--- config.mk ---
export PLATFORM = sky130hd
export DESIGN_NAME = spike_event_receiver_flat
export DESIGN_NICKNAME = d
export VERILOG_FILES = /design/src/rtl/spike_event_receiver_if.sv /design/src/rtl/spike_event_receiver.sv /design/src/flat_wrapper.sv
export SDC_FILE = /design/constraint.sdc
export NUM_CORES = 1
export LEC_CHECK = 0
export BUFFER_PORTS_ARGS = -buffer_cell sky130_fd_sc_hd__buf_2
export CORE_MARGIN = 2
export CORE_UTILIZATION = 58
export CTS_CLUSTER_DIAMETER = 40
export CTS_CLUSTER_SIZE = 20
export DETAILED_ROUTE_END_ITERATION = 7
export GPL_ROUTABILITY_DRIVEN = 0
export PLACE_DENSITY = 0.79
export SYNTH_ARGS = -nofsm -noshare
export SYNTH_HDL_FRONTEND = slang
export SYNTH_SLANG_ARGS = --single-unit
--- constraint.sdc ---
create_clock -name clk -period 3.6 [get_ports clk]
set_input_delay 0.36 -clock clk [delete_from_list [all_inputs] [get_ports clk]]
set_output_delay 0.36 -clock clk [all_outputs]
set_load 0.05 [all_outputs]
--- src/rtl/spike_event_receiver_if.sv ---
// -----------------------------------------------------------------------------
// spike_event_receiver_if
//
// Bundles the two handshake buses around the spike event receiver:
//   - the serialized spike-event stream from the interconnect arbiter
//     (spike_valid / spike_id / spike_ready) plus the end-of-timestep tick,
//   - the published per-timestep bitmap towards the next layer
//     (frame_valid / frame_spikes / frame_ready) plus the sticky tick_overrun.
//
// Modports:
//   master : environment view (drives events, tick and frame_ready)
//   slave  : receiver view (drives spike_ready, frame bus and tick_overrun)
//
// Optional macro SPIKE_RX_STATS_EN adds frame_count and dup_count.
// -----------------------------------------------------------------------------
interface spike_event_receiver_if #(
    parameter int NUM_NEURONS = 16,
    parameter int NEURON_ID_W = 4
);
    logic                   spike_valid;
    logic [NEURON_ID_W-1:0] spike_id;
    logic                   spike_ready;
    logic                   tick;
    logic                   frame_valid;
    logic [NUM_NEURONS-1:0] frame_spikes;
    logic                   frame_ready;
    logic                   tick_overrun;
`ifdef SPIKE_RX_STATS_EN
    logic [NEURON_ID_W:0]   frame_count;
    logic [7:0]             dup_count;

    modport master (
        output spike_valid, spike_id, tick, frame_ready,
        input  spike_ready, frame_valid, frame_spikes, tick_overrun,
        input  frame_count, dup_count
    );

    modport slave (
        input  spike_valid, spike_id, tick, frame_ready,
        output spike_ready, frame_valid, frame_spikes, tick_overrun,
        output frame_count, dup_count
    );
`else
    modport master (
        output spike_valid, spike_id, tick, frame_ready,
        input  spike_ready, frame_valid, frame_spikes, tick_overrun
    );

    modport slave (
        input  spike_valid, spike_id, tick, frame_ready,
        output spike_ready, frame_valid, frame_spikes, tick_overrun
    );
`endif
endinterface

--- src/rtl/spike_event_receiver.sv ---
// -----------------------------------------------------------------------------
// spike_event_receiver
//
// Consumer end of the serialized spike-event stream. Incoming neuron IDs are
// buffered in a small FIFO; one entry per cycle is popped, decoded to one-hot
// and ORed into a per-timestep accumulator. On tick the events still owed to
// the closing frame are drained, then the bitmap is published downstream over
// a valid/ready handshake.
//
// Ports:
//   clk    : clock, all state updates on posedge
//   rst_n  : synchronous active-low reset
//   bus    : spike_event_receiver_if.slave
//            spike_valid/spike_id/spike_ready : event stream in
//            tick                             : end-of-timestep marker
//            frame_valid/frame_spikes/frame_ready : bitmap out
//            tick_overrun                     : sticky, tick seen outside ACCUM
//
// Optional macro SPIKE_RX_STATS_EN: adds frame_count (popcount of the
// published bitmap) and dup_count (saturating count of pops whose bit was
// already set in the accumulator).
// -----------------------------------------------------------------------------
module spike_event_receiver #(
    parameter int NUM_NEURONS = 16,
    parameter int NEURON_ID_W = 4,
    parameter int FIFO_DEPTH  = 4
) (
    input  logic                        clk,
    input  logic                        rst_n,
    spike_event_receiver_if.slave       bus
);

    localparam int ADDR_W = $clog2(FIFO_DEPTH);
    localparam int PTR_W  = ADDR_W + 1;

    typedef enum logic [1:0] {
        ACCUM,
        DRAIN,
        PUBLISH
    } state_t;

    state_t state_q;
    state_t state_d;

    // -------------------------------------------------------------------------
    // Event FIFO: pointers carry one extra wrap bit so full/empty fall out of
    // the pointer difference.
    // -------------------------------------------------------------------------
    logic [NEURON_ID_W-1:0] mem [FIFO_DEPTH];
    logic [PTR_W-1:0]       wr_ptr;
    logic [PTR_W-1:0]       rd_ptr;
    logic [PTR_W-1:0]       count;
    logic [PTR_W-1:0]       drain_cnt;
    logic                   full;
    logic                   empty;
    logic                   push;
    logic                   pop;

    assign count = wr_ptr - rd_ptr;
    assign full  = (count == PTR_W'(FIFO_DEPTH));
    assign empty = (count == '0);
    // Ready depends only on registered occupancy, never on spike_valid.
    assign push  = bus.spike_valid && !full;
    assign bus.spike_ready = !full;

    // NOTE: the storage array has no reset; its contents are only observed
    // through pointers that are reset, so clearing it would be wasted logic.
    always_ff @(posedge clk) begin
        if (push) begin
            mem[wr_ptr[ADDR_W-1:0]] <= bus.spike_id;
        end
    end

    // -------------------------------------------------------------------------
    // Head decode: out-of-range IDs decode to zero so they pop harmlessly.
    // -------------------------------------------------------------------------
    logic [NEURON_ID_W-1:0] head_id;
    logic                   head_in_range;
    logic [NUM_NEURONS-1:0] head_bit;
    logic [NUM_NEURONS-1:0] acc;

    assign head_id       = mem[rd_ptr[ADDR_W-1:0]];
    assign head_in_range = (32'(head_id) < NUM_NEURONS);
    assign head_bit      = head_in_range ? (NUM_NEURONS'(1) << head_id) : '0;

    // -------------------------------------------------------------------------
    // Framing FSM (next-state and strobes)
    // -------------------------------------------------------------------------
    logic frame_valid_q;
    logic load_drain;
    logic drain_dec;
    logic publish;
    logic release_frame;
    logic overrun_set;

    // NOTE: every output of this block gets a default first, so no path
    // through the case statement leaves a signal unassigned (no latches).
    always_comb begin
        state_d       = state_q;
        pop           = 1'b0;
        load_drain    = 1'b0;
        drain_dec     = 1'b0;
        publish       = 1'b0;
        release_frame = 1'b0;
        overrun_set   = 1'b0;

        case (state_q)
            ACCUM: begin
                pop = !empty;
                if (bus.tick) begin
                    load_drain = 1'b1;
                    state_d    = DRAIN;
                end
            end
            DRAIN: begin
                overrun_set = bus.tick;
                if (drain_cnt != '0) begin
                    // drain_cnt never exceeds occupancy; !empty is belt and braces.
                    pop       = !empty;
                    drain_dec = !empty;
                end else begin
                    // Frame closed: publish, and skip popping so the next
                    // frame's first event does not land in the cleared acc late.
                    publish = 1'b1;
                    state_d = PUBLISH;
                end
            end
            PUBLISH: begin
                overrun_set = bus.tick;
                pop         = !empty;
                if (frame_valid_q && bus.frame_ready) begin
                    release_frame = 1'b1;
                    state_d       = ACCUM;
                end
            end
            default: begin
                state_d = ACCUM;
            end
        endcase
    end

    // NOTE: all sequential state uses non-blocking assignments so every
    // register samples the pre-edge values of its neighbours.
    always_ff @(posedge clk) begin
        if (!rst_n) begin
            state_q <= ACCUM;
        end else begin
            state_q <= state_d;
        end
    end

    // -------------------------------------------------------------------------
    // Datapath registers
    // -------------------------------------------------------------------------
    logic [NUM_NEURONS-1:0] frame_spikes_q;
    logic                   tick_overrun_q;

    always_ff @(posedge clk) begin
        if (!rst_n) begin
            wr_ptr         <= '0;
            rd_ptr         <= '0;
            drain_cnt      <= '0;
            acc            <= '0;
            frame_valid_q  <= 1'b0;
            frame_spikes_q <= '0;
            tick_overrun_q <= 1'b0;
        end else begin
            if (push) begin
                wr_ptr <= wr_ptr + 1'b1;
            end
            if (pop) begin
                rd_ptr <= rd_ptr + 1'b1;
            end

            // An event pushed in the tick cycle is owed to the closing frame.
            if (load_drain) begin
                drain_cnt <= count + PTR_W'(push) - PTR_W'(pop);
            end else if (drain_dec) begin
                drain_cnt <= drain_cnt - 1'b1;
            end

            // publish and pop are mutually exclusive by construction.
            if (publish) begin
                acc <= '0;
            end else if (pop) begin
                acc <= acc | head_bit;
            end

            if (publish) begin
                frame_spikes_q <= acc;
                frame_valid_q  <= 1'b1;
            end else if (release_frame) begin
                frame_valid_q  <= 1'b0;
            end

            if (overrun_set) begin
                tick_overrun_q <= 1'b1;
            end
        end
    end

    assign bus.frame_valid  = frame_valid_q;
    assign bus.frame_spikes = frame_spikes_q;
    assign bus.tick_overrun = tick_overrun_q;

`ifdef SPIKE_RX_STATS_EN
    // -------------------------------------------------------------------------
    // Statistics
    // -------------------------------------------------------------------------
    function automatic logic [NEURON_ID_W:0] popcount(input logic [NUM_NEURONS-1:0] v);
        logic [NEURON_ID_W:0] c;
        c = '0;
        for (int i = 0; i < NUM_NEURONS; i++) begin
            c = c + (NEURON_ID_W + 1)'(v[i]);
        end
        return c;
    endfunction

    logic [NEURON_ID_W:0] frame_count_q;
    logic [7:0]           dup_count_q;
    logic                 dup_hit;

    assign dup_hit = pop && ((acc & head_bit) != '0);

    always_ff @(posedge clk) begin
        if (!rst_n) begin
            frame_count_q <= '0;
            dup_count_q   <= '0;
        end else begin
            if (publish) begin
                frame_count_q <= popcount(acc);
            end
            if (dup_hit && (dup_count_q != 8'hFF)) begin
                dup_count_q <= dup_count_q + 8'd1;
            end
        end
    end

    assign bus.frame_count = frame_count_q;
    assign bus.dup_count   = dup_count_q;
`endif

endmodule
--- src/flat_wrapper.sv ---
// flat-port wrapper written by rule: the top's interface ports become plain ports
module spike_event_receiver_flat 
#(
    parameter int NUM_NEURONS = 16,
    parameter int NEURON_ID_W = 4,
    parameter int FIFO_DEPTH  = 4
)
  (clk, rst_n, bus_spike_valid, bus_spike_id, bus_tick, bus_frame_ready, bus_spike_ready, bus_frame_valid, bus_frame_spikes, bus_tick_overrun);
  spike_event_receiver_if #(.NUM_NEURONS(NUM_NEURONS), .NEURON_ID_W(NEURON_ID_W)) bus_i ();
  input  logic clk;
  input  logic rst_n;
  input wire logic [$bits(bus_i.spike_valid)-1:0] bus_spike_valid;
  input wire logic [$bits(bus_i.spike_id)-1:0] bus_spike_id;
  input wire logic [$bits(bus_i.tick)-1:0] bus_tick;
  input wire logic [$bits(bus_i.frame_ready)-1:0] bus_frame_ready;
  output wire logic [$bits(bus_i.spike_ready)-1:0] bus_spike_ready;
  output wire logic [$bits(bus_i.frame_valid)-1:0] bus_frame_valid;
  output wire logic [$bits(bus_i.frame_spikes)-1:0] bus_frame_spikes;
  output wire logic [$bits(bus_i.tick_overrun)-1:0] bus_tick_overrun;
  assign bus_i.spike_valid = bus_spike_valid;
  assign bus_i.spike_id = bus_spike_id;
  assign bus_i.tick = bus_tick;
  assign bus_i.frame_ready = bus_frame_ready;
  assign bus_spike_ready = bus_i.spike_ready;
  assign bus_frame_valid = bus_i.frame_valid;
  assign bus_frame_spikes = bus_i.frame_spikes;
  assign bus_tick_overrun = bus_i.tick_overrun;
  spike_event_receiver #(.NUM_NEURONS(NUM_NEURONS), .NEURON_ID_W(NEURON_ID_W), .FIFO_DEPTH(FIFO_DEPTH)) u_core (.clk(clk), .rst_n(rst_n), .bus(bus_i));
endmodule
Yosys cells after proc, flatten, opt, wreduce, memory -nomap -nowiden --
Memory sizes are Yosys's and may differ from the RTL's. A register that Yosys moved wholly into a read port is not among the register bits. Cells that the tools add are included.
Storage, ports and cells: register bits after elaboration 45, bits in writable memories 16, bits of input ports 9, output and inout bits 19, logic and storage cells 59, memories 1
Cells by class: add/sub/neg operators 6, eq/ne operators 6, shifts and indexed selects 1, multiplexer cells 22, bitwise gates (word level) 2, reduce and logical (&&, ||, !) cells 13
Memories:
- u_core.mem | words 4, bits a word 4, rd ports 1, clocked after Yosys merged registers in 1, wr ports 1, line spike_event_receiver.sv:49 | logic [NEURON_ID_W-1:0] mem [FIFO_DEPTH];
Operator list (count):
- OR 16 bit | 1
- << shifter 1 x 4 -> 16 bit, first input constant | 1
- 2-to-1 mux 1 bit | 13
- 2-to-1 mux 2 bit | 5
- adder 3 x 1 -> 3 bit, second input constant | 2
- 2-to-1 mux 3 bit | 2
- one-hot mux 2 bit (3 select lines) | 1
- OR reduction 2 bit | 3
- != test 2 bit, second input constant | 2
- nonzero test 2 bit | 2
- adder 3 x 1 -> 3 bit | 1
- == test 3 bit, second input constant | 1
- logical NOT 3 bit | 1
- AND reduction 3 bit | 1
- nonzero test 3 bit | 1
- subtractor 3 x 1 -> 3 bit | 1
- subtractor 3 x 1 -> 3 bit, second input constant | 1
- subtractor 3 bit | 1
- == test 2 x 1 -> 1 bit, second input constant | 1
- == test 2 bit, second input constant | 1
- logical AND 1 bit | 2
- logical NOT 1 bit | 2
- logical NOT 2 bit | 1
- != test 2 x 1 -> 1 bit, second input constant | 1
- other kinds (2) | 2

Depth between registers and ports, before layout --
depth in word-level cells 7, depth in mapped cells 14, gate-level depth less buffers 14

Least setup slack after synthesis --
OpenSTA, ideal clock, no wires.
path type reg-to-reg, start register u_core.wr_ptr[0], end register u_core.drain_cnt[2], arrival time 3.187 ns, setup slack 0.343 ns, stages on the path, launching flop included 15, clock period less this slack 3.257 ns, cell sequence dfxtp_1 inv_1 ha_1 fa_1 nand2_1 nor2_4 nor3_1 ha_1 inv_1 ha_1 fa_1 xnor2_1 xnor2_1 o21ai_0 a21oi_1
On the way: word-level cells in the longest chain between the ends 7, elaborated cells between the ends (all ways) 13
RTL lines:
- start, declared | line spike_event_receiver.sv:50 | logic [PTR_W-1:0] wr_ptr;
- start signal, assigned | line spike_event_receiver.sv:169 | wr_ptr <= wr_ptr + 1'b1;
- subtractor 3 bit * | line spike_event_receiver.sv:59 | assign count = wr_ptr - rd_ptr;
- logical NOT 3 bit * | line spike_event_receiver.sv:61 | assign empty = (count == '0);
- logical NOT 1 bit * | line spike_event_receiver.sv:109, spike_event_receiver.sv:119, spike_event_receiver.sv:130
- 2-to-1 mux 1 bit | line spike_event_receiver.sv:117 | if (drain_cnt != '0) begin
- one-hot mux 1 bit (2 select lines) * | line spike_event_receiver.sv:107 | case (state_q)
- net u_core.pop | line spike_event_receiver.sv:57 | logic pop;
- subtractor 3 x 1 -> 3 bit * | line spike_event_receiver.sv:177 | drain_cnt <= count + PTR_W'(push) - PTR_W'(pop);
- 2-to-1 mux 3 bit * | line spike_event_receiver.sv:176 | if (load_drain) begin
- end signal, assigned | line spike_event_receiver.sv:177
- end signal, assigned | line spike_event_receiver.sv:179 | drain_cnt <= drain_cnt - 1'b1;
- end, declared | line spike_event_receiver.sv:53 | logic [PTR_W-1:0] drain_cnt;
The timed path passes the listed nets; every way through them passes the cells marked *. A chain may end at the register's enable or synchronous reset.

Worst setup path after layout --
Same ends and word-level chain as after synthesis.

==> reports/results.ini <==
[pwr]
switching_share = 0.3965
internal_power_mw = 1.713
power_mw = 2.838
ir_drop_uv = 654.5
powerDensity_nw_per_um2 = 915.1
comb_power_share = 0.455
power_leakage_nw = 1.254
power.share.sequential = 0.335
p_clk_frac = 0.209
switchingPower_mw = 1.125

[timing]
hold_viol = 0
worst_pin_slew_ns = 0.7302
fmax_ghz = 0.2976
fin_skew_ns = 0.005881
maxSlewHeadroom = 0.5109
worst_hold_slack_ns = 0.2414
report.final.slew_viol_count = 0
fin_tns_setup_ns = 0
min_period_over_period = 0.9333
setup_violations = 0
period_minus_slack_ns = 3.360
rsz0062_at_grt = no

[logic_synthesis]
synthCells = 246
ys_seq_area_frac = 0.5235
synth_edf_count = 16
postSynthRegisterBits = 63
synth_top_cell_by_area = dfxtp_1
ys_async_sr_fraction = 0
synth_top_area_frac = 0.3465
avgSynthCellArea_sq_um = 11.04
yosys_warnings = 0
yosysUniqueCellTypes = 40
yosys-top-cells-area = dfxtp_1, edfxtp_1, ha_1
synthesis.nets = 273
ys.flop_type = dfxtp_1
synth_area_sq_um = 2715

[worst_setup_path]
arrival_ns = 3.63
crit_top_cell = ha_1
r2r_end = u_core.drain_cnt[2]$_SDFFE_PN0P_
r2r_start = u_core.wr_ptr[0]$_SDFFE_PN0N_
cpPeakStageDelay_ns = 0.42
ff2ff_setup_slack_ns = 0.24
cp.depth = 14
critPathBufInv = 2
worstSetupPathType = register to register
rr_worst_depth = 14
crit_start = u_core.wr_ptr[0]$_SDFFE_PN0N_
slowest_stage = fa_1
path_cells = inv_1 > ha_1 > fa_1 > xor3_4 > nor2_4 > nor3_1 > ha_1 > inv_1 > ha_1 > fa_1 > xnor2_1 > xnor2_1 > o21ai_0 > a21oi_1
startpoint_type = register
crit_fanout = 8
worst_setup_path_end_kind = register
required_ns = 3.87
path_delay_family = adder cells
critical_path.endpoint = u_core.drain_cnt[2]$_SDFFE_PN0P_

[drt]
drt-total-wl_um = 4888
routedWlPerCell_um = 14.55
first_iter_violations = 103
vias_per_cell = 5.500
dr_total_vias = 1848
firstDrtPassIters = 4
drc = 0
antenna_left = 0

[global_route]
grt_max_degree = 29
antenna_found_initial = 0
gr-total-overflow = 0
grt_pass1_wl_um = 8404
grt_usage = 0.2124
grt_pass1_vias = 1801

[clock_tree]
ctsResizeCount = 0
cts_sinks = 63
cts_made_buffers = 9
clock_latency_ns = 0.33
clkTransAtPathRegs_ns = 0.07
cts_tree = built
cts-root-buf = clkbuf_8
h-tree-depth = 3
clockBufferDepth = 2

[floorplanning]
coreArea_sq_um = 4444
rows = 24
pin_count = 28
die_w_um = 72.42
die_h_um = 72.42
dieArea_sq_um = 5245
initial_utilization = 0.6109

[placed_design]
portBuffers = 27
dp_hpwl_um = 3348

[final_layout]
final_nets = 306
regArea_sq_um = 1421
syn_to_final_growth_pct = 14.24
multi_input_area_sq_um = 1211
drive_gt1_frac = 0.2077
n_fill_cell = 331
antenna_cells = 0

[job]
cap_viol_max_count = 0

[min_path]
min_path_type = input pin to register

[outcome]
status = complete, no violations

-- routing by layer --
layer / track usage / up-vias / wire [um]
li1: - / 951 / -
met1: 0.2609 / 850 / 2243
met2: 0.3435 / 41 / 2398
met3: 0.07500 / 6 / 195
met4: 0.08436 / 0 / 51
met5: 0 / - / 0
-- worst reg2reg max path, stage by stage, from the launching register on --
cell	delay [ns]
dfxtp_1	0.39
inv_1	0.11
ha_1	0.21
fa_1	0.42
xor3_4	0.42
nor2_4	0.17
nor3_1	0.07
ha_1	0.30
inv_1	0.04
ha_1	0.19
fa_1	0.38
xnor2_1	0.23
xnor2_1	0.16
o21ai_0	0.09
a21oi_1	0.12
-- registers in the layout, summed over array words and instances, names as in the netlist, named ones only --
| name | flops |
|---|---|
| u_core.wr_ptr | 3 |
| u_core.acc | 16 |
| u_core.bus.frame_valid | 1 |
| u_core.mem | 16 |
| u_core.bus.frame_spikes | 16 |
| u_core.rd_ptr | 3 |
| u_core.state_q | 2 |
| u_core.bus.tick_overrun | 1 |
| u_core.drain_cnt | 3 |
-- synth_stat cells, types with 5 or more instances --
master and instances:
a21oi_1 22, inv_1 12, nor2_1 10, nand2_1 40, nand3_1 5, edfxtp_1 16
a22o_1 16, ha_1 16, xnor2_1 5, dfxtp_1 47, clkbuf_1 6
-- power groups by stage --
stage / Clock, mW / Sequential (mW) / Combinational, mW
floorplan: 0 / 0.989 / 0.962
global placement: 0 / 0.960 / 1.21
detailed placement: 0 / 0.966 / 1.24
CTS: 0.607 / 0.951 / 1.28
global route: 0.639 / 0.966 / 1.43
finish: 0.594 / 0.952 / 1.29
-- timing repair --
item                       4_1_cts  5_1_grt
hold endpoints to repair         0        0
setup endpoints to repair        0        1
hold buffers                     0        0
setup buffers                    0        1
-- layout by cell type, fill, tap and decap left out, drive strengths merged, types with 2 or more instances in the layout --
| master | n |
|---|---|
| xnor2 | 5 |
| inv | 13 |
| mux2i | 4 |
| mux4 | 4 |
| nand2b | 4 |
| fa | 2 |
| edfxtp | 16 |
| nor4 | 4 |
| a211oi | 2 |
| nand4 | 2 |
| nand3 | 5 |
| buf | 31 |
| a31oi | 2 |
| dfxtp | 47 |
| a22o | 16 |
| clkbuf | 12 |
| nor2 | 11 |
| ha | 16 |
| nand2 | 40 |
| a21oi | 22 |
| clkinv | 3 |
| nand3b | 2 |
| o31ai | 3 |
| and2 | 4 |
-- final cells by class --
class                           instances  area share
Clock inverter                          4     0.01452
Sequential cell                        63      0.4582
Timing Repair Buffer                   31     0.05325
Inverter                               13     0.01573
Clock buffer                           12     0.04679
Multi-Input combinational cell        161      0.3905
Tap cell                               52     0.02098
-- stage by stage --
stage / utilization / std cells / instance area [sq um] / worst slack (ns)
2_1_floorplan: - / 246 / 2715 / 0.3434
3_3_place_gp: 0.6534 / 319 / 2904 / 0.3498
3_5_place_dp: 0.6534 / 319 / 2904 / 0.2601
4_1_cts: 0.6962 / 335 / 3094 / 0.1388
5_1_grt: 0.6979 / 336 / 3102 / 0.01120
6_report: 0.6979 / 336 / 3102 / 0.2400
-- kinds of logic (layout without fill, tap and decap cells) --
group,count (synthesis),count (layout),synth area share
AOI/OAI and AO/OA,51,51,0.1382
and+or+nand+nor,77,77,0.1419
muxes,8,8,0.04793
buffers and inverters,22,60,0.03041
DFF,63,63,0.5235
adders and majority gates,18,18,0.08848
xor gates and xnor gates,7,7,0.02949
-- worst min-delay path by stage --
stage | cells after the start | slack (ns) | startpoint | endpoint
3_5_place_dp | 2 | 0.44 | u_core.bus.frame_spikes[2]$_SDFFE_PN0P_ | u_core.bus.frame_spikes[2]$_SDFFE_PN0P_
3_3_place_gp | 2 | 0.44 | u_core.bus.frame_spikes[2]$_SDFFE_PN0P_ | u_core.bus.frame_spikes[2]$_SDFFE_PN0P_
5_1_grt | 1 | 0.23 | bus_spike_id[2] | u_core.mem[0][2]$_DFFE_PP_
6_report | 1 | 0.24 | bus_spike_id[2] | u_core.mem[0][2]$_DFFE_PP_
4_1_cts | 1 | 0.23 | bus_spike_id[2] | u_core.mem[0][2]$_DFFE_PP_
2_1_floorplan | 2 | 0.43 | u_core.acc[0]$_SDFFE_PP0P_ | u_core.bus.frame_spikes[0]$_SDFFE_PN0P_
(Power assumes the default switching activity.)
